File: config.mk
export PLATFORM = sky130hd
export DESIGN_NAME = vme_jtag_shift_engine
export DESIGN_NICKNAME = d
export VERILOG_FILES = /design/src/rtl/vme_jtag_shift_engine.sv
export SDC_FILE = /design/constraint.sdc
export NUM_CORES = 1
export LEC_CHECK = 0
export BUFFER_PORTS_ARGS = -buffer_cell sky130_fd_sc_hd__buf_2
export CORE_MARGIN = 10
export CORE_UTILIZATION = 30
export DETAILED_ROUTE_END_ITERATION = 7
export GPL_TIMING_DRIVEN = 0
export SLEW_MARGIN = 20
export SYNTH_ARGS = -nofsm -noshare
export SYNTH_HDL_FRONTEND = slang
export SYNTH_SLANG_ARGS = --single-unit
File: constraint.sdc
create_clock -name FPGACLK -period 3.3 [get_ports FPGACLK]
set_input_delay 0.165 -clock FPGACLK [delete_from_list [all_inputs] [get_ports FPGACLK]]
set_output_delay 0.165 -clock FPGACLK [all_outputs]
set_load 0.05 [all_outputs]
File: src/rtl/vme_jtag_shift_engine.sv
// VME-to-JTAG shift engine: runs one header/shift/trailer scan on the selected chains
// and returns the TDO bits captured during the shift phase.
module vme_jtag_shift_engine #(
  parameter int NCHAIN  = 7,
  parameter int DW      = 16,
  parameter int TCK_DIV = 2
) (
  input  logic                  FPGACLK,
  input  logic                  IGLOBALRST,
  input  logic                  CMD_VALID,
  output logic                  CMD_READY,
  input  logic [$clog2(DW)-1:0] CMD_NBITS,
  input  logic [1:0]            CMD_HDR,
  input  logic [1:0]            CMD_TRL,
  input  logic [DW-1:0]         CMD_TDI,
  input  logic [NCHAIN-1:0]     CHAIN_SEL,
  output logic [NCHAIN-1:0]     TCK,
  output logic                  TMS,
  output logic                  TDI,
  input  logic [NCHAIN-1:0]     TDO,
  output logic [DW-1:0]         TDO_DATA,
  output logic                  TDO_VALID,
  output logic                  BUSY
);

  localparam int NW = $clog2(DW);
  localparam int SW = (NW > 3) ? NW : 3;
  localparam int PW = $clog2(2 * TCK_DIV);
  localparam logic [PW-1:0] P_RISE = PW'(TCK_DIV - 1);
  localparam logic [PW-1:0] P_HIGH = PW'(TCK_DIV);
  localparam logic [PW-1:0] P_LAST = PW'(2 * TCK_DIV - 1);

  typedef enum logic [2:0] {S_IDLE, S_HDR, S_SHIFT, S_TRL, S_DONE} state_t;

  state_t              state_reg, state_next, state_after;
  logic [PW-1:0]       pcnt_reg, pcnt_next;
  logic [SW-1:0]       step_reg, step_next, step_last;
  logic [NW-1:0]       nbits_reg, nbits_next;
  logic [1:0]          hdr_reg, hdr_next;
  logic [1:0]          trl_reg, trl_next;
  logic [DW-1:0]       tdi_word_reg, tdi_word_next;
  logic [NCHAIN-1:0]   sel_reg, sel_next;
  logic [DW-1:0]       cap_reg, cap_next;
  logic [DW-1:0]       tdo_data_reg, tdo_data_next;
  logic                tdo_valid_reg, tdo_valid_next;
  logic [NCHAIN-1:0]   tck_reg, tck_next;
  logic                tms_reg, tms_next;
  logic                tdi_reg, tdi_next;
  logic                tdo_bit;

  // TDO comes from the lowest-index selected chain; no selection reads as 0.
  always_comb begin
    tdo_bit = 1'b0;
    for (int i = NCHAIN - 1; i >= 0; i--) begin
      if (sel_reg[i]) tdo_bit = TDO[i];
    end
  end

  always_comb begin
    step_last   = '0;
    state_after = S_DONE;
    case (state_reg)
      S_HDR: begin
        case (hdr_reg)
          2'b01:   step_last = SW'(3);
          2'b10:   step_last = SW'(2);
          default: step_last = SW'(5);
        endcase
        state_after = (hdr_reg == 2'b11) ? S_DONE : S_SHIFT;
      end
      S_SHIFT: begin
        step_last   = SW'(nbits_reg);
        state_after = (trl_reg != 2'b00) ? S_TRL : S_DONE;
      end
      S_TRL:   step_last = (trl_reg == 2'b10) ? SW'(0) : SW'(1);
      default: ;
    endcase
  end

  always_comb begin
    state_next     = state_reg;
    pcnt_next      = pcnt_reg;
    step_next      = step_reg;
    nbits_next     = nbits_reg;
    hdr_next       = hdr_reg;
    trl_next       = trl_reg;
    tdi_word_next  = tdi_word_reg;
    sel_next       = sel_reg;
    cap_next       = cap_reg;
    tdo_data_next  = tdo_data_reg;
    tdo_valid_next = 1'b0;
    case (state_reg)
      S_IDLE: begin
        if (CMD_VALID) begin
          nbits_next    = CMD_NBITS;
          hdr_next      = CMD_HDR;
          trl_next      = CMD_TRL;
          tdi_word_next = CMD_TDI;
          sel_next      = CHAIN_SEL;
          cap_next      = '0;
          pcnt_next     = '0;
          step_next     = '0;
          state_next    = (CMD_HDR != 2'b00) ? S_HDR : S_SHIFT;
        end
      end
      S_HDR, S_SHIFT, S_TRL: begin
        // Sample on the clock edge that raises TCK.
        if (state_reg == S_SHIFT && pcnt_reg == P_RISE) cap_next[step_reg[NW-1:0]] = tdo_bit;
        if (pcnt_reg == P_LAST) begin
          pcnt_next = '0;
          if (step_reg == step_last) begin
            step_next  = '0;
            state_next = state_after;
            if (state_after == S_DONE) begin
              tdo_valid_next = 1'b1;
              tdo_data_next  = cap_reg;
            end
          end else begin
            step_next = step_reg + SW'(1);
          end
        end else begin
          pcnt_next = pcnt_reg + PW'(1);
        end
      end
      S_DONE:  state_next = S_IDLE;
      default: state_next = S_IDLE;
    endcase
  end

  // Pin levels are registered from the next-state view; TMS/TDI only move at period start (TCK low).
  always_comb begin
    tck_next = '0;
    tms_next = tms_reg;
    tdi_next = tdi_reg;
    case (state_next)
      S_HDR: begin
        tdi_next = 1'b0;
        case (hdr_next)
          2'b01:   tms_next = (step_next < SW'(2));
          2'b10:   tms_next = (step_next == SW'(0));
          default: tms_next = (step_next < SW'(5));
        endcase
      end
      S_SHIFT: begin
        tdi_next = tdi_word_next[step_next[NW-1:0]];
        tms_next = (trl_next != 2'b00) && (step_next == SW'(nbits_next));
      end
      S_TRL: begin
        tdi_next = 1'b0;
        tms_next = (trl_next != 2'b10) && (step_next == SW'(0));
      end
      default: ;
    endcase
    if ((state_next == S_HDR || state_next == S_SHIFT || state_next == S_TRL) &&
        pcnt_next >= P_HIGH) begin
      tck_next = sel_next;
    end
  end

  always_ff @(posedge FPGACLK or posedge IGLOBALRST) begin
    if (IGLOBALRST) begin
      state_reg     <= S_IDLE;
      pcnt_reg      <= '0;
      step_reg      <= '0;
      nbits_reg     <= '0;
      hdr_reg       <= '0;
      trl_reg       <= '0;
      tdi_word_reg  <= '0;
      sel_reg       <= '0;
      cap_reg       <= '0;
      tdo_data_reg  <= '0;
      tdo_valid_reg <= 1'b0;
      tck_reg       <= '0;
      tms_reg       <= 1'b1;
      tdi_reg       <= 1'b0;
    end else begin
      state_reg     <= state_next;
      pcnt_reg      <= pcnt_next;
      step_reg      <= step_next;
      nbits_reg     <= nbits_next;
      hdr_reg       <= hdr_next;
      trl_reg       <= trl_next;
      tdi_word_reg  <= tdi_word_next;
      sel_reg       <= sel_next;
      cap_reg       <= cap_next;
      tdo_data_reg  <= tdo_data_next;
      tdo_valid_reg <= tdo_valid_next;
      tck_reg       <= tck_next;
      tms_reg       <= tms_next;
      tdi_reg       <= tdi_next;
    end
  end

  assign CMD_READY = (state_reg == S_IDLE);
  assign BUSY      = ~CMD_READY;
  assign TCK       = tck_reg;
  assign TMS       = tms_reg;
  assign TDI       = tdi_reg;
  assign TDO_DATA  = tdo_data_reg;
  assign TDO_VALID = tdo_valid_reg;

endmodule
# Yosys cells after proc, flatten, opt, wreduce, memory -nomap -nowiden
# Index checks and enable logic that the tools add are counted.
[classes] eq_ne=20 n_bitwise=1 magnitude_cmp=6 n_reduce_logical=19 add_sub_neg=2 muxes=51
[ops] op="16-bit 2-to-1 mux" n=4
[ops] op="16-bit one-hot mux with 2 select lines" n=1
[ops] op="7-bit 2-to-1 mux" n=3
[ops] op="4-bit 2-to-1 mux" n=5
[ops] op="3-bit one-hot mux with 2 select lines" n=3
[ops] op="16-bit bitwise mux" n=1
[ops] op="3-bit 2-to-1 mux" n=5
[ops] op="1-bit 2-to-1 mux" n=14
[ops] op="2-bit 2-to-1 mux" n=7
[ops] op="3-bit by 2-bit == test with 1-bit output (second input constant)" n=4
[ops] op="4-bit one-hot mux with 3 select lines" n=1
[ops] op="2-bit == test (second input constant)" n=5
[ops] op="4-bit by 5-bit < comparator with 1-bit output (second input constant)" n=2
[ops] op="2-bit nonzero test" n=5
[ops] op="4-bit == test" n=2
[ops] op="4-bit one-hot mux with 2 select lines" n=1
[ops] op="2-bit by 1-bit == test with 1-bit output (second input constant)" n=3
[ops] op="3-bit by 1-bit == test with 1-bit output (second input constant)" n=2
[ops] op="2-bit != test (second input constant)" n=3
[ops] op="1-bit logical AND" n=5
[ops] op="4-bit by 1-bit adder with 4-bit output (second input constant)" n=1
[ops] op="1-bit binary-select mux with 4-bit select" n=1
[ops] op="1-bit demux with 4-bit select" n=1
[ops] op="4-bit by 1-bit greater-or-equal comparator with 1-bit output (second input constant)" n=1
[ops] op="other kinds (17)" n=19
[word_totals] reg_bits=82 input_bits=41 output_inout_bits=28 wordCells=113

# Logic depth before layout (Yosys ltp)
[depth] depth_word=12 depth_mapped=15

# Least setup slack after synthesis
# OpenSTA, ideal clock, no wires.
[synth_timing] kind="register -> register" start="reg state_reg[2]" end="reg tms_reg, in the netlist TMS" setup_slack_ns=-0.635 arrival_time_ns=3.849 required_time_ns=3.214 path_stages_with_launch=16 path_cell_list="dfrtp_1 -> buf_2 -> nor3_1 -> and2_1 -> clkbuf_1 -> buf_2 -> buf_2 -> buf_1 -> nor2_1 -> a21oi_1 -> inv_1 -> ha_1 -> a21oi_1 -> o2bb2ai_1 -> a311oi_1 -> a21oi_1"
[synth_lines] item="from (decl)" line="35" text="state_t state_reg, state_next, state_after;"
[synth_lines] item="from (signal assigned)" line="177" text="state_reg <= state_next;"
[synth_lines] item="3-bit logical NOT (*)"
[synth_lines] item="net CMD_READY" line="11" text="output logic CMD_READY,"
[synth_lines] item="2-bit 2-to-1 mux (*)" line="92" text="case (state_reg)"
[synth_lines] item="net hdr_next[0]" line="39" text="logic [1:0] hdr_reg, hdr_next;"
[synth_lines] item="2-bit == test / 2-bit by 1-bit == test with 1-bit output (equally long branches)" line="138" text="case (hdr_next)"
[synth_lines] item="1-bit one-hot mux with 2 select lines (*)" line="138"
[synth_lines] item="1-bit one-hot mux with 3 select lines (*)" line="135" text="case (state_next)"
[synth_lines] item="to (signal assigned)" line="189" text="tms_reg <= tms_next;"
[synth_lines] item="to (decl)" line="47" text="logic tms_reg, tms_next;"
# The timed path passes the listed nets; every way through them passes the cells marked *.
# A chain may end at the register's enable or synchronous reset.

# Final worst setup path
[layout_timing] start="reg hdr_reg[0]" end="reg tdi_reg, in the netlist TDI"
[layout_via] elab_chain_len=10
[layout_lines] item="from (decl)" line="39"
[layout_lines] item="from (signal assigned)" line="181" text="hdr_reg <= hdr_next;"
[layout_lines] item="2-bit == test / 2-bit by 1-bit == test with 1-bit output (equally long branches)" line="64" text="case (hdr_reg)"
[layout_lines] item="3-bit one-hot mux with 2 select lines (*)" line="64"
[layout_lines] item="4-bit one-hot mux with 3 select lines (*)" line="62" text="case (state_reg)"
[layout_lines] item="4-bit == test (*)" line="111" text="if (step_reg == step_last) begin"
[layout_lines] item="4-bit 2-to-1 mux (*)" line="111"
[layout_lines] item="4-bit 2-to-1 mux (*)" line="109" text="if (pcnt_reg == P_LAST) begin"
[layout_lines] item="4-bit one-hot mux with 2 select lines (*)" line="92"
[layout_lines] item="net step_next[2]" line="37" text="logic [SW-1:0] step_reg, step_next, step_last;"
[layout_lines] item="1-bit binary-select mux with 4-bit select (*)" line="145" text="tdi_next = tdi_word_next[step_next[NW-1:0]];"
[layout_lines] item="1-bit 2-to-1 mux (not written as such) (*)" line="145"
[layout_lines] item="1-bit one-hot mux with 2 select lines (*)" line="135"
[layout_lines] item="to (signal assigned)" line="190" text="tdi_reg <= tdi_next;"
[layout_lines] item="to (decl)" line="48" text="logic tdi_reg, tdi_next;"
# The timed path passes the listed nets; every way through them passes the cells marked *. The select of a mux whose other input is x is not followed.

==> impl_metrics.tcl <==
set metrics [dict create \
    slowest_delay_ns 0.55 \
    numCtsBuffers 9 \
    ys_seq_area_frac 0.489 \
    synth_edf_count 0 \
    final_layout_size_suffix_gt1_frac 0.227 \
    cp_top_family "compound AO/OA/AOI/OAI gates" \
    port_buffers 68 \
    start_util 0.305 \
    cts_root_buf "clkbuf_16" \
    syn-instance-count 480 \
    crit_path_start_kind "flop" \
    hp-class "in2reg" \
    critical_path_depth 13 \
    final_cell_mix "150 x nand2_1, 81 x dfrtp_1, 71 x buf_2" \
    antenna_found_initial 0 \
    grt_max_degree 47 \
    clk_pin_slew_ns 0.06 \
    worstMarginPinSlew_ns 0.654 \
    cts_buffer_depth 2 \
    power.density_nw_per_um2 388 \
    critPathBufInv 3 \
    htreeDepth 3 \
    cp_cell_sequence "inv_2, ha_4, or4b_4, nand3_2, and4_4, a31oi_2, o2bb2ai_4, inv_4, buf_4, nor2_1, o32ai_1, a2111oi_1, a211oi_1" \
    reg2reg_depth 13 \
    worstPathMaxFanout 8 \
    drt_iter0_markers 171 \
    critPathKind "reg2reg" \
    first_pass_iters 4 \
    viasPerCell 4.72 \
    synth_area_um2 4200 \
    vias 3553 \
    die_h_um 138 \
    die_x_um 138 \
    cts.sinks 82 \
    ys_async_sr_fraction 1.00 \
    finalNetCount 618 \
    fill_cells 1443 \
    slew_viol_final 0 \
    p_leak_nw 2.61 \
    finalHoldWorstSlack_ns 0.0317 \
    hold_viol 0 \
    slew_headroom 0.559 \
    status "finished, final reports clean" \
    yosysTopAreaCell "dfrtp_1" \
    vdd_drop_max_uv 232 \
    grt.total_usage 0.115 \
    crit_slowest_cell "or4b_4" \
    yosys.cell_types.count 67 \
    cts_tree "done" \
    dp_hpwl_mm 8.54 \
    io_pins 69 \
    areaGrowthSynthToFinish_pct 24.6 \
    yosys_warnings 0 \
    fmax_mhz 316 \
    antenna_cells 0 \
    whs_path_depth 3 \
    fin_crit_ns 3.16 \
    clock_skew_ns 0.00764 \
    finalSetupViolCount 0 \
    insertion_delay_ns 0.34 \
    synth_top_area_frac 0.483 \
    wl_per_cell_um 14.8 \
    grt_pass1_wl_mm 18.4 \
    rows 43 \
    synth_area_leaders "dfrtp_1 48%, nand2_1 13%, o21ai_0 5.7%" \
    place_congestion 0.908 \
    cp-end-kind "flop" \
    timing.final.ws_setup_ns 0.138 \
    dieArea_um2 19100 \
    syn_avg_cell_area_um2 8.74 \
    finalSetupTns_ns 0 \
    ant_nets 0 \
    routed_wl_mm 11.1 \
    core_area_um2 13800 \
    fin_crit_sh 0.958 \
    post-place-ws_ns -0.307 \
    final_common_cell "nand2_1" \
    yosys_most_used_dff "dfrtp_1" \
    drc 0 \
    grt_overflow 0 \
    worstPathArrival_ns 3.38 \
    cap_violations 0 \
    ys_seq_elements 82 \
    synth_nets 531 \
    grt_pass1_vias 3753 \
    total_power_w 0.00203 \
    critPathRequiredTime_ns 3.52 \
]
==> cell type report <==
type	instances	area [µm²]	share of cell area
well taps	180	225	0.0431
plain buffers	20	98.8	0.0189
inverters	20	80.1	0.0153
repair buffers	77	423	0.0809
clock buffers	11	233	0.0445
flip-flops and latches	82	2050	0.393
multi-input cells	357	2060	0.394
clock inverters	5	55.1	0.0105
==> final timing paths <==
check	from	to	slack [ns]
worst max-delay path	hdr_reg[0]$_DFF_PP0_	TDI$_DFFE_PP0P_	0.14
worst min register to register	TDO_DATA[12]$_DFFE_PP0P_	TDO_DATA[12]$_DFFE_PP0P_	0.46
min in group asynchronous	IGLOBALRST	TDO_DATA[11]$_DFFE_PP0P_	0.43
worst max register to register	hdr_reg[0]$_DFF_PP0_	TDI$_DFFE_PP0P_	0.14
max in group asynchronous	IGLOBALRST	TMS$_DFFE_PP1P_	2.20
worst min-delay path	CHAIN_SEL[1]	sel_reg[1]$_DFF_PP0_	0.03
==> per-layer routing <==
layer,wire (µm),share of wire,track usage,up-vias
met5,0,0,0,-
met2,5490,0.49,0.193,72
met4,156,0.014,0.0339,0
met3,601,0.054,0.0380,16
li1,-,-,-,1806
met1,4890,0.44,0.137,1659
==> where the power goes <==
| group | internal [W] | leakage, nW | total [W] | switching [W] |
|---|---|---|---|---|
| logic | 0.0000209 | 1.34 | 0.0000503 | 0.0000295 |
| registers | 0.00101 | 1.13 | 0.00101 | 0 |
| clock network | 0.000583 | 0.136 | 0.000973 | 0.000389 |
| total | 0.00161 | 2.61 | 0.00203 | 0.000419 |
==> cells in the mapped netlist, drive strengths merged (2+ instances only) <==
cell       n
o211ai     4
nand4      2
dfrtp     81
or3        2
ha        10
a31oi      8
nand3     14
nand3b     2
and2       2
a21oi     28
buf       10
nor2b      4
inv       19
nor2      19
nand2b     3
nor4       2
xnor2      7
nor3       7
o21a       3
nand2    150
or2        4
mux2i      6
a21boi     2
clkbuf    11
o31ai      2
a211oi     2
and4bb     2
o21ai     49
o2bb2ai    2
==> what timing repair did <==
action / 4_1_cts / 5_1_grt
buffers inserted: 0 / 7
endpoints found under the setup margin: 9 / 18
cloned: 0 / 0
pin swaps: 0 / 5
endpoints found under the hold margin: 45 / 0
hold buffers: 1 / 0
resized for setup: 7 / 16
==> metrics by stage <==
stage | instances | util | area [µm²]
finish | 752 | 0.380 | 5230
global route | 752 | 0.380 | 5230
CTS | 746 | 0.371 | 5110
detailed placement | 729 | 0.348 | 4800
global placement | 728 | 0.347 | 4770
floorplan | 480 | - | 4210
==> worst register-to-register path: stages (launching register included) <==
cell and delay, ns:
dfrtp_1 0.40, inv_2 0.09, ha_4 0.21, or4b_4 0.55, nand3_2 0.12, and4_4 0.24
a31oi_2 0.11, o2bb2ai_4 0.32, inv_4 0.10, buf_4 0.16, nor2_1 0.14, o32ai_1 0.09
a2111oi_1 0.41, a211oi_1 0.13
==> logic make-up (layout without fill, tap and decap cells) <==
kind of cell	Yosys count	after routing	synth area share
AND/OR/NAND/NOR	220	220	0.238
AO/OA/AOI/OAI	113	113	0.170
flip-flops	82	82	0.489
buffers and inverters	41	133	0.0408
adder cells (fa/ha/maj)	10	10	0.0298
XOR/XNOR	8	8	0.0185
multiplexers	6	6	0.0143
Power figures use the tool's default switching activity.
